[config.mk]
export PLATFORM = sky130hd
export DESIGN_NAME = mic_volume_meter
export DESIGN_NICKNAME = d
export VERILOG_FILES = /design/src/rtl/mic_volume_meter.sv
export SDC_FILE = /design/constraint.sdc
export NUM_CORES = 1
export LEC_CHECK = 0
export CAP_MARGIN = 20
export CELL_PAD_IN_SITES_DETAIL_PLACEMENT = 1
export CELL_PAD_IN_SITES_GLOBAL_PLACEMENT = 1
export CORE_AREA = 2 2 78 80
export DETAILED_ROUTE_END_ITERATION = 10
export DIE_AREA = 0 0 80 82
export GPL_TIMING_DRIVEN = 0
export PLACE_DENSITY_LB_ADDON = 0.1
export SLEW_MARGIN = 10
export SYNTH_ARGS = -nofsm -noshare
export SYNTH_HDL_FRONTEND = slang
export SYNTH_SLANG_ARGS = --single-unit
[constraint.sdc]
create_clock -name clk -period 11.2 [get_ports clk]
set_clock_uncertainty 0.05 [all_clocks]
set_input_delay 3.36 -clock clk [delete_from_list [all_inputs] [get_ports clk]]
set_output_delay 3.36 -clock clk [all_outputs]
set_load 0.02 [all_outputs]
[src/rtl/mic_volume_meter.sv]
// Microphone volume meter: tracks the peak sample over a window of accepted
// samples, quantises it to a 5-bit level, and decays the level one step per
// window when the signal falls off.
module mic_volume_meter #(
    parameter int unsigned WINDOW_SAMPLES = 4000,
    parameter int unsigned BASELINE       = 2048,
    parameter int unsigned STEP_SHIFT     = 7,
    parameter int unsigned MAX_LEVEL      = 15
) (
    input  logic        clk,
    input  logic        rst_n,
    input  logic [11:0] mic_in,
    input  logic        sample_valid,
    output logic [4:0]  volume,
    output logic        volume_valid,
    output logic [11:0] peak
);

    localparam logic [15:0] LastCnt  = 16'(WINDOW_SAMPLES - 1);
    localparam logic [11:0] Baseline = 12'(BASELINE);
    localparam logic [11:0] MaxRaw   = 12'(MAX_LEVEL);
    localparam logic [4:0]  MaxLevel = 5'(MAX_LEVEL);

    logic [11:0] peak_acc_q, peak_acc_d;
    logic [15:0] cnt_q, cnt_d;
    logic [11:0] peak_q, peak_d;
    logic [4:0]  volume_q, volume_d;
    logic        volume_valid_q, volume_valid_d;

    logic [11:0] cand;
    logic [11:0] diff;
    logic [11:0] raw;
    logic [4:0]  lvl;
    logic [4:0]  next_vol;

    // Level arithmetic: running peak including the current sample, quantised and
    // saturated, then attack-instantly / decay-one-step against the shown volume.
    always_comb begin
        cand     = (mic_in > peak_acc_q) ? mic_in : peak_acc_q;
        diff     = cand - Baseline;
        raw      = (cand > Baseline) ? (diff >> STEP_SHIFT) : 12'd0;
        lvl      = (raw > MaxRaw) ? MaxLevel : raw[4:0];
        // lvl >= 0 always, so volume_q == 0 takes the first branch: no underflow.
        next_vol = (lvl >= volume_q) ? lvl : volume_q - 5'd1;
    end

    // Next-state: accumulate within the window, publish and restart at its end.
    always_comb begin
        peak_acc_d     = peak_acc_q;
        cnt_d          = cnt_q;
        peak_d         = peak_q;
        volume_d       = volume_q;
        volume_valid_d = 1'b0;
        if (sample_valid) begin
            if (cnt_q == LastCnt) begin
                peak_d         = cand;
                volume_d       = next_vol;
                peak_acc_d     = 12'd0;
                cnt_d          = 16'd0;
                volume_valid_d = 1'b1;
            end else begin
                peak_acc_d = cand;
                cnt_d      = cnt_q + 16'd1;
            end
        end
    end

    // State registers with synchronous active-low reset.
    always_ff @(posedge clk) begin
        if (!rst_n) begin
            peak_acc_q     <= 12'd0;
            cnt_q          <= 16'd0;
            peak_q         <= 12'd0;
            volume_q       <= 5'd0;
            volume_valid_q <= 1'b0;
        end else begin
            peak_acc_q     <= peak_acc_d;
            cnt_q          <= cnt_d;
            peak_q         <= peak_d;
            volume_q       <= volume_d;
            volume_valid_q <= volume_valid_d;
        end
    end

    assign volume       = volume_q;
    assign volume_valid = volume_valid_q;
    assign peak         = peak_q;

endmodule

Yosys cells after proc, flatten, opt, wreduce, memory -nomap -nowiden:

Index checks and enable logic that the tools add are counted.

* input bits: 15
* logic and storage cells: 22
* output and inout bits: 18
* register bits after elaboration: 46

* muxes and demuxes: 7
* add/subtract/negate cells: 3
* $lt $le $gt $ge: 4
* reductions and logical operators: 2
* eq/ne operators: 1

Operators by type and width (count)
* $mux 12: 2
* $add 16x1->16 const B: 1
* $eq 16x12->1 const B: 1
* $mux 16: 1
* $mux 5: 3
* $gt 12x12->1: 1
* $gt 12x12->1 const B: 1
* $sub 12x12->12 const B: 1
* $ge 5x5->1: 1
* $gt 5x4->1 const B: 1
* $sub 5x1->5 const B: 1
* $reduce_and 2->1: 2
* $mux 1: 1

Depth between registers and ports, before layout:

* depth after elaboration: 8
* depth in mapped cells: 16
* mapped depth without buffers: 15

Least setup slack after synthesis:

Ideal clock, no wire load.

* kind: input to register
* start point: input mic_in[7]
* end point: register volume_q[0], in the netlist volume[0]
* setup time: 0.120 ns
* stages: 15
* data required time: 11.030 ns
* buffers on the path: 1
* arrival time: 6.112 ns
* path slack: 4.918 ns
* cells stage by stage: ha_1 and3_1 a221o_1 a221oi_2 a32oi_2 buf_6 mux2i_4 nor2_2 ha_1 a21o_1 a21oi_1 o21ai_1 nand2_1 nor2_1 o31a_1

* longest elaborated chain between the ends: 8
* elaborated cells on any way between the ends: 9
* classes of those cells: add/sub (1); order compare (4); mux (4)

RTL lines
* from (decl): line 12 `input logic [11:0] mic_in,`
* $gt 12x12->1: line 39 `cand = (mic_in > peak_acc_q) ? mic_in : peak_acc_q;`
* $mux 12 (*): line 39
* $sub 12x12->12 / $gt 12x12->1 (equally long branches): line 40, 41
* $mux 5 (*): line 41 `raw = (cand > Baseline) ? (diff >> STEP_SHIFT) : 12'd0;`
* $gt 5x4->1: line 42 `lvl = (raw > MaxRaw) ? MaxLevel : raw[4:0];`
* $mux 5 (*): line 42
* $ge 5x5->1: line 44 `next_vol = (lvl >= volume_q) ? lvl : volume_q - 5'd1;`
* $mux 5 (*): line 44
* to (signal assigned): line 80 `volume_q <= volume_d;`
* to (decl): line 27 `logic [4:0] volume_q, volume_d;`

Mark *: on every way between the ends. The rest lies on a longest branch, timed or not.
A chain may end at the register's enable or synchronous reset.

Worst setup path in the final report:

* start point: input mic_in[11]
* end point: register volume_q[4], in the netlist volume[4]

Same word-level chain as after synthesis.

==> flow_summary_export.csv <==
group,metric,value,unit
setup_path,startpoint_type,"input port",
floorplanning,die_h,82,µm
synth,synth_top_area_share,37.2,%
finish,final_area,3000,µm²
clocking,cts_made_buffers,5,
sta,finalSetupTns,0,ns
clocking,cts_resized,0,
finish,diodes,0,
clocking,clock_path_buffers,2,
place,place_ws,3.87,ns
detailed_routing,ant_nets,0,
place,dp_hpwl,4680,µm
detailed_routing,drt-total-wl,6130,µm
synth,synth_area,2470,µm²
synth,syn_inst,285,
setup_path,cp_max_fo,10,
place,place_congestion,0.814,
place,dpl_cell_area,2890,µm²
floorplanning,dieArea,6560,µm²
global_routing,grt_usage,20.3,%
global_routing,grt_pass1_wl,10400,µm
global_routing,first_global_vias,2183,
synth,yosys_most_used_dff,"dfxtp_1",
power,power_density,116,nW/µm²
synth,synth.ff_latch_count,46,
sta,rsz0062_at_grt,"no",
detailed_routing,drcViolationCount,0,
clocking,root_buffer,"clkbuf_8",
setup_path,crit_start,"mic_in[11]",
detailed_routing,wire_per_inst,15.3,µm
global_routing,grt_max_degree,15,
global_routing,grtUsageMet1,26.1,%
clocking,hold_buffers,0,
synth,async_reset_ff_share,0,%
sta,max_freq,142,MHz
setup_path,endpoint_kind,"flip-flop",
sta,setup_viol,0,
setup_path,worstPathArrival,7.21,ns
sta,period_minus_slack,7.03,ns
sta,worstMarginPinSlew,0.557,ns
synth,synthTopCellsByArea,"dfxtp_1, ha_1, nor2_1",
detailed_routing,viasPerCell,5.35,
sta,slew_viol_final,0,
global_routing,use_met3,3.74,%
synth,synth_cell_types,47,
outcome,outcome,"finished, final reports clean",
setup_path,crit_required,11.38,ns
min_path,min_from,"volume[4]$_SDFFE_PN0P_",
sta,max_slew_margin,62.5,%
power,peakVddDrop,0.0604,mV
floorplanning,fp-row-count,28,
setup_path,r2r-start,"peak_acc_q[11]$_SDFFE_PN0P_",
detailed_routing,drtIter0Drc,57,
sta,final_hold_viol_count,0,
finish,final_nets,358,
floorplanning,start_util,43.1,%
place,io_buffers,32,
floorplanning,ios,33,
floorplanning,core,5750,µm²
clocking,clk_latency,0.30,ns
min_path,hold_class,"flip-flop to flip-flop",
detailed_routing,firstDrtPassIters,4,
detailed_routing,num_vias,2138,
power,power.leakage,0.00118,µW
global_routing,antenna_found_initial,0,
finish,utilization,52.2,%
global_routing,gr-max-usage-layer,"met2",
job,cap_viol_max_count,0,
finish,area_growth,21.2,%
sta,post-route-period-util,62.7,%
synth,yosysTopAreaCell,"dfxtp_1",
clocking,cts_setup_buffers,0,
synth,synth-edff-count,0,
synth,syn_nets,319,
clocking,cts_tree,"done",
clocking,clock_sinks,46,
clocking,clk_pin_slew,0.09,ns
floorplanning,die_w,80,µm
global_routing,use_met2,34.8,%
finish,drive_above_1_share,7.69,%
global_routing,gr-total-overflow,0,
synth,avgSynthCellArea,8.68,µm²
sta,worst_slack,4.17,ns
clocking,htreeDepth,2,
synth,ys_warn_count,0,
synth,seq_area_frac_synth,37.2,%
setup_path,critical_path_class,"input port to flip-flop",
## worst max-delay path, stage by stage
cell             delay [ns]
clkdlybuf4s50_1        0.51
ha_1                   0.36
and4_1                 0.24
and3_1                 0.22
o31ai_1                0.10
a32oi_2                0.27
buf_6                  0.23
mux2i_1                0.34
nor2_2                 0.08
ha_1                   0.28
a21o_1                 0.17
a21oi_1                0.20
o21ai_1                0.23
or2_0                  0.30
nand3b_1               0.17
a21boi_1               0.14
## worst paths after layout
path,to,slack (ns),depth (start not counted)
max reg2reg,volume[4]$_SDFFE_PN0P_,7.29,16
min reg2reg,volume[4]$_SDFFE_PN0P_,0.43,2
min,volume[4]$_SDFFE_PN0P_,0.43,2
max,volume[4]$_SDFFE_PN0P_,4.17,16
## state kept, by name, indices dropped and copies added, names as in the netlist
register      cells
cnt_q            16
peak             12
peak_acc_q       12
volume            5
volume_valid      1
## stage by stage
stage	hold WS, ns	total power (µW)	std cells
finish	0.425	348	400
global placement	0.407	226	392
CTS	0.436	352	400
floorplan	0.430	209	285
detailed placement	0.423	228	392
global route	0.474	365	400
## cells by family (layout without fill, tap and decap cells)
| logic type | after synthesis | count (layout) | synth area share (%) |
|---|---|---|---|
| buffers and inverters | 32 | 72 | 5.77 |
| other | 1 | 1 | 0.152 |
| AO/OA/AOI/OAI | 63 | 63 | 17.3 |
| flip-flops | 46 | 46 | 37.2 |
| adder cells (fa/ha/maj) | 19 | 19 | 9.61 |
| XOR/XNOR | 14 | 14 | 4.96 |
| multiplexers | 7 | 7 | 3.39 |
| AND/OR/NAND/NOR | 103 | 103 | 21.6 |
## layer usage
metal / up-vias / part of all wire (%)
li1: 1060 / -
met1: 1035 / 47
met2: 33 / 48
met3: 10 / 3.2
met4: 0 / 1.6
met5: - / 0
## layout make-up
type	instances	area (µm²)
Fill cell	710	2750
Tap cell	75	93.8
Buffer	12	67.6
Timing Repair Buffer	32	320
Clock buffer	6	72.6
Sequential cell	46	921
Multi-Input combinational cell	207	1410
Inverter	20	75.1
Clock inverter	2	37.5
## synthesized netlist by cell type, drive strengths merged, types with 2 or more instances
cell type   n
ha         19
xor2        9
clkbuf      4
and2        2
xnor2       5
dfxtp      46
o211a       4
buf         8
nand3       7
nor2       34
a21o        2
nor2b      14
a21oi      19
o21ai      12
nor4        2
nand4       5
nor3        5
a22oi      11
o21a        5
nand2      22
o22ai       2
nor4b       2
mux2i       6
and3        4
inv        20
## report_power, final
part	internal [µW]	leakage, µW	switching, µW
Sequential	167	0.000372	2.79
Combinational	23.9	0.000754	30.0
Clock	66.6	0.0000514	57.5
Total	258	0.00118	90.3
## placed cells by master (no fill, tap or decap), types with 2 or more instances in the layout
cell type / instances
nor2b_1: 14
clkbuf_1: 5
nand2_1: 22
nand3_1: 7
inv_1: 20
a22oi_1: 11
buf_6: 2
ha_1: 19
clkdlybuf4s50_1: 32
nor4b_2: 2
a21oi_1: 19
nand4_1: 5
o21a_1: 5
o211a_1: 4
a21o_1: 2
xnor2_1: 5
nor3_1: 5
xor2_1: 9
and3_1: 4
o21ai_1: 2
nor2_1: 33
dfxtp_1: 46
buf_2: 6
o22ai_1: 2
mux2i_1: 5
o21ai_0: 10
clkbuf_8: 5
Note: power is estimated with default switching activity, not from simulation.
==> variant, RTL diff (config.mk and constraints unchanged) <==
Register the inputs `mic_in` and `sample_valid` before use, without a reset. The logic sees them one clock later.
--- a/src/rtl/mic_volume_meter.sv
+++ b/src/rtl/mic_volume_meter.sv
@@ -21,6 +21,14 @@
     localparam logic [11:0] MaxRaw   = 12'(MAX_LEVEL);
     localparam logic [4:0]  MaxLevel = 5'(MAX_LEVEL);
 
+    logic [11:0] mic_q;
+    logic sample_valid_q;
+
+    always_ff @(posedge clk) begin
+        mic_q          <= mic_in;
+        sample_valid_q <= sample_valid;
+    end
+
     logic [11:0] peak_acc_q, peak_acc_d;
     logic [15:0] cnt_q, cnt_d;
     logic [11:0] peak_q, peak_d;
@@ -36,7 +44,7 @@
     // Level arithmetic: running peak including the current sample, quantised and
     // saturated, then attack-instantly / decay-one-step against the shown volume.
     always_comb begin
-        cand     = (mic_in > peak_acc_q) ? mic_in : peak_acc_q;
+        cand     = (mic_q > peak_acc_q) ? mic_q : peak_acc_q;
         diff     = cand - Baseline;
         raw      = (cand > Baseline) ? (diff >> STEP_SHIFT) : 12'd0;
         lvl      = (raw > MaxRaw) ? MaxLevel : raw[4:0];
@@ -51,7 +59,7 @@
         peak_d         = peak_q;
         volume_d       = volume_q;
         volume_valid_d = 1'b0;
-        if (sample_valid) begin
+        if (sample_valid_q) begin
             if (cnt_q == LastCnt) begin
                 peak_d         = cand;
                 volume_d       = next_vol;
Function: same outputs for any inputs over 10 cycles, from zero or initial values and one cycle with rst_n low; that may be too few to reach the edited logic, so the function may still have changed.
==> variant against the unedited design <==
  * Design area grew 18%
  * Largest power group unchanged
  * Fmax grew 45%
  * Routed wire length grew 34%
  * Power grew 43%
  * Sequential cell count grew 13
  * Count of clock-buffer cells in the layout grew 6
  * Critical endpoint is now peak[10]$_SDFFE_PN0P_
  * Area after synthesis grew 18%
  * Via count grew 22%
  * Critical path depth shrank 11
  * Global-route usage grew 7.1 points
  * Register-to-register slack lost 0.38 ns
  * Setup slack gained 2.2 ns
==> variant: results (changes against the unedited design) <==
crit path max fanout 10 (unchanged); outcome finished, final reports clean (unchanged); syn avg cell area 9.14 um^2 (was 8.68 um^2); cts bufs inserted 9 (was 5); largest net degree at the start of global routing 11 (was 15); DRT iter0 DRCs 115 (was 57); fin nets 397 (was 358); top cells by count, synth dfxtp_1 (59), nor2_1 (39), a21oi_1 (20), inv_1 (20), ha_1 (19) (was dfxtp_1 (46), nor2_1 (33), nand2_1 (22)); vias in the first global route 2742 (was 2183); Leak Pwr 1.37 nW (was 1.18 nW); GRT Overall Usage 27.3% (was 20.3%); Total Wirelength 8230 um (was 6130 um); Worst-Skew Late Latency 0.36 ns (was 0.30 ns); first-pass GRT wire length 13600 um (was 10400 um); share of layout cells above drive strength 1 8.70% (was 7.69%); Area contributors post-synth dfxtp_1 (40%), ha_1 (8.1%), nor2_1 (5.0%) (was dfxtp_1 (37%), ha_1 (9.6%), nor2_1 (5.0%)); top_reg_cell synth dfxtp_1 (unchanged); dpl hpwl 5600 um (was 4680 um); post-placement setup slack 5.97 ns (was 3.87 ns); VDD IR max 0.0803 mV (was 0.0604 mV); Via density 5.87 (was 5.35); Net Count, Synth 354 (was 319); Clock transition at path regs 0.07 ns (was 0.09 ns); CTS H-tree depth 3 (was 2); Worst path top cell family by delay buffers and inverters (was compound AO/OA/AOI/OAI gates); initial antenna violation count 0 (unchanged); CP Data Arrival Time 5.07 ns (was 7.21 ns); placed insts 427 (was 392); gpl congestion 0.824 (was 0.814); DP Area 3340 um^2 (was 2890 um^2); sequential cell area fraction in the yosys report 40.4% (was 37.2%); library cells used by synthesis 52 (was 47)
[variant: report_power, final]
group	total (mW)	internal, mW	switching, mW
Combinational	0.0644	0.0293	0.0351
Clock	0.212	0.120	0.0917
Sequential	0.222	0.216	0.00645
Total	0.499	0.366	0.133
[variant: worst paths after layout]
kind	from	slack, ns	depth (start not counted)	to
worst max-delay path	rst_n	6.37	5	peak[10]$_SDFFE_PN0P_
worst min-delay path	cnt_q[1]$_SDFFE_PN0P_	0.45	2	cnt_q[1]$_SDFFE_PN0P_
worst max register to register	peak_acc_q[7]$_SDFFE_PN0P_	6.91	14	volume[2]$_SDFFE_PN0P_
worst min register to register	cnt_q[1]$_SDFFE_PN0P_	0.45	2	cnt_q[1]$_SDFFE_PN0P_
[variant: routing by layer]
metal  vias to the layer above  wire [um]  GRT usage (%)
li1                       1238          -              -
met1                      1291       3580           32.2
met2                        57       4220           50.0
met3                        15        300           3.96
met4                         0        133           10.8
met5                         -          0              0
[variant: layout make-up]
cell class,instances,area [um^2]
plain buffers,13,62.6
clock buffers,12,165
clock inverters,4,47.5
fillers,684,2190
inverters,21,78.8
multi-input cells,227,1600
flip-flops and latches,59,1180
well taps,75,93.8
repair buffers,32,320
[variant: cell families after synthesis]
kind of cell	count (synthesis)	share of synthesized area, %
other cells	1	0.128
fa+ha+maj	19	8.13
mux	16	5.86
buf+inv	34	4.84
compound gates	71	17.7
simple gates	106	18.7
flops	59	40.4
xor+xnor	14	4.19
[variant: worst reg2reg max path: stages, from the launching register on]
cell and delay, ns:
dfxtp_1 0.40, inv_1 0.06, ha_1 0.31, and3_4 0.19, a221o_1 0.39, a221oi_4 0.50
mux2_2 0.42, and2_1 0.15, ha_1 0.26, nand2b_1 0.14, a21o_1 0.18, a21o_1 0.24
a2111oi_0 0.63, nor3_1 0.12, a21oi_1 0.17
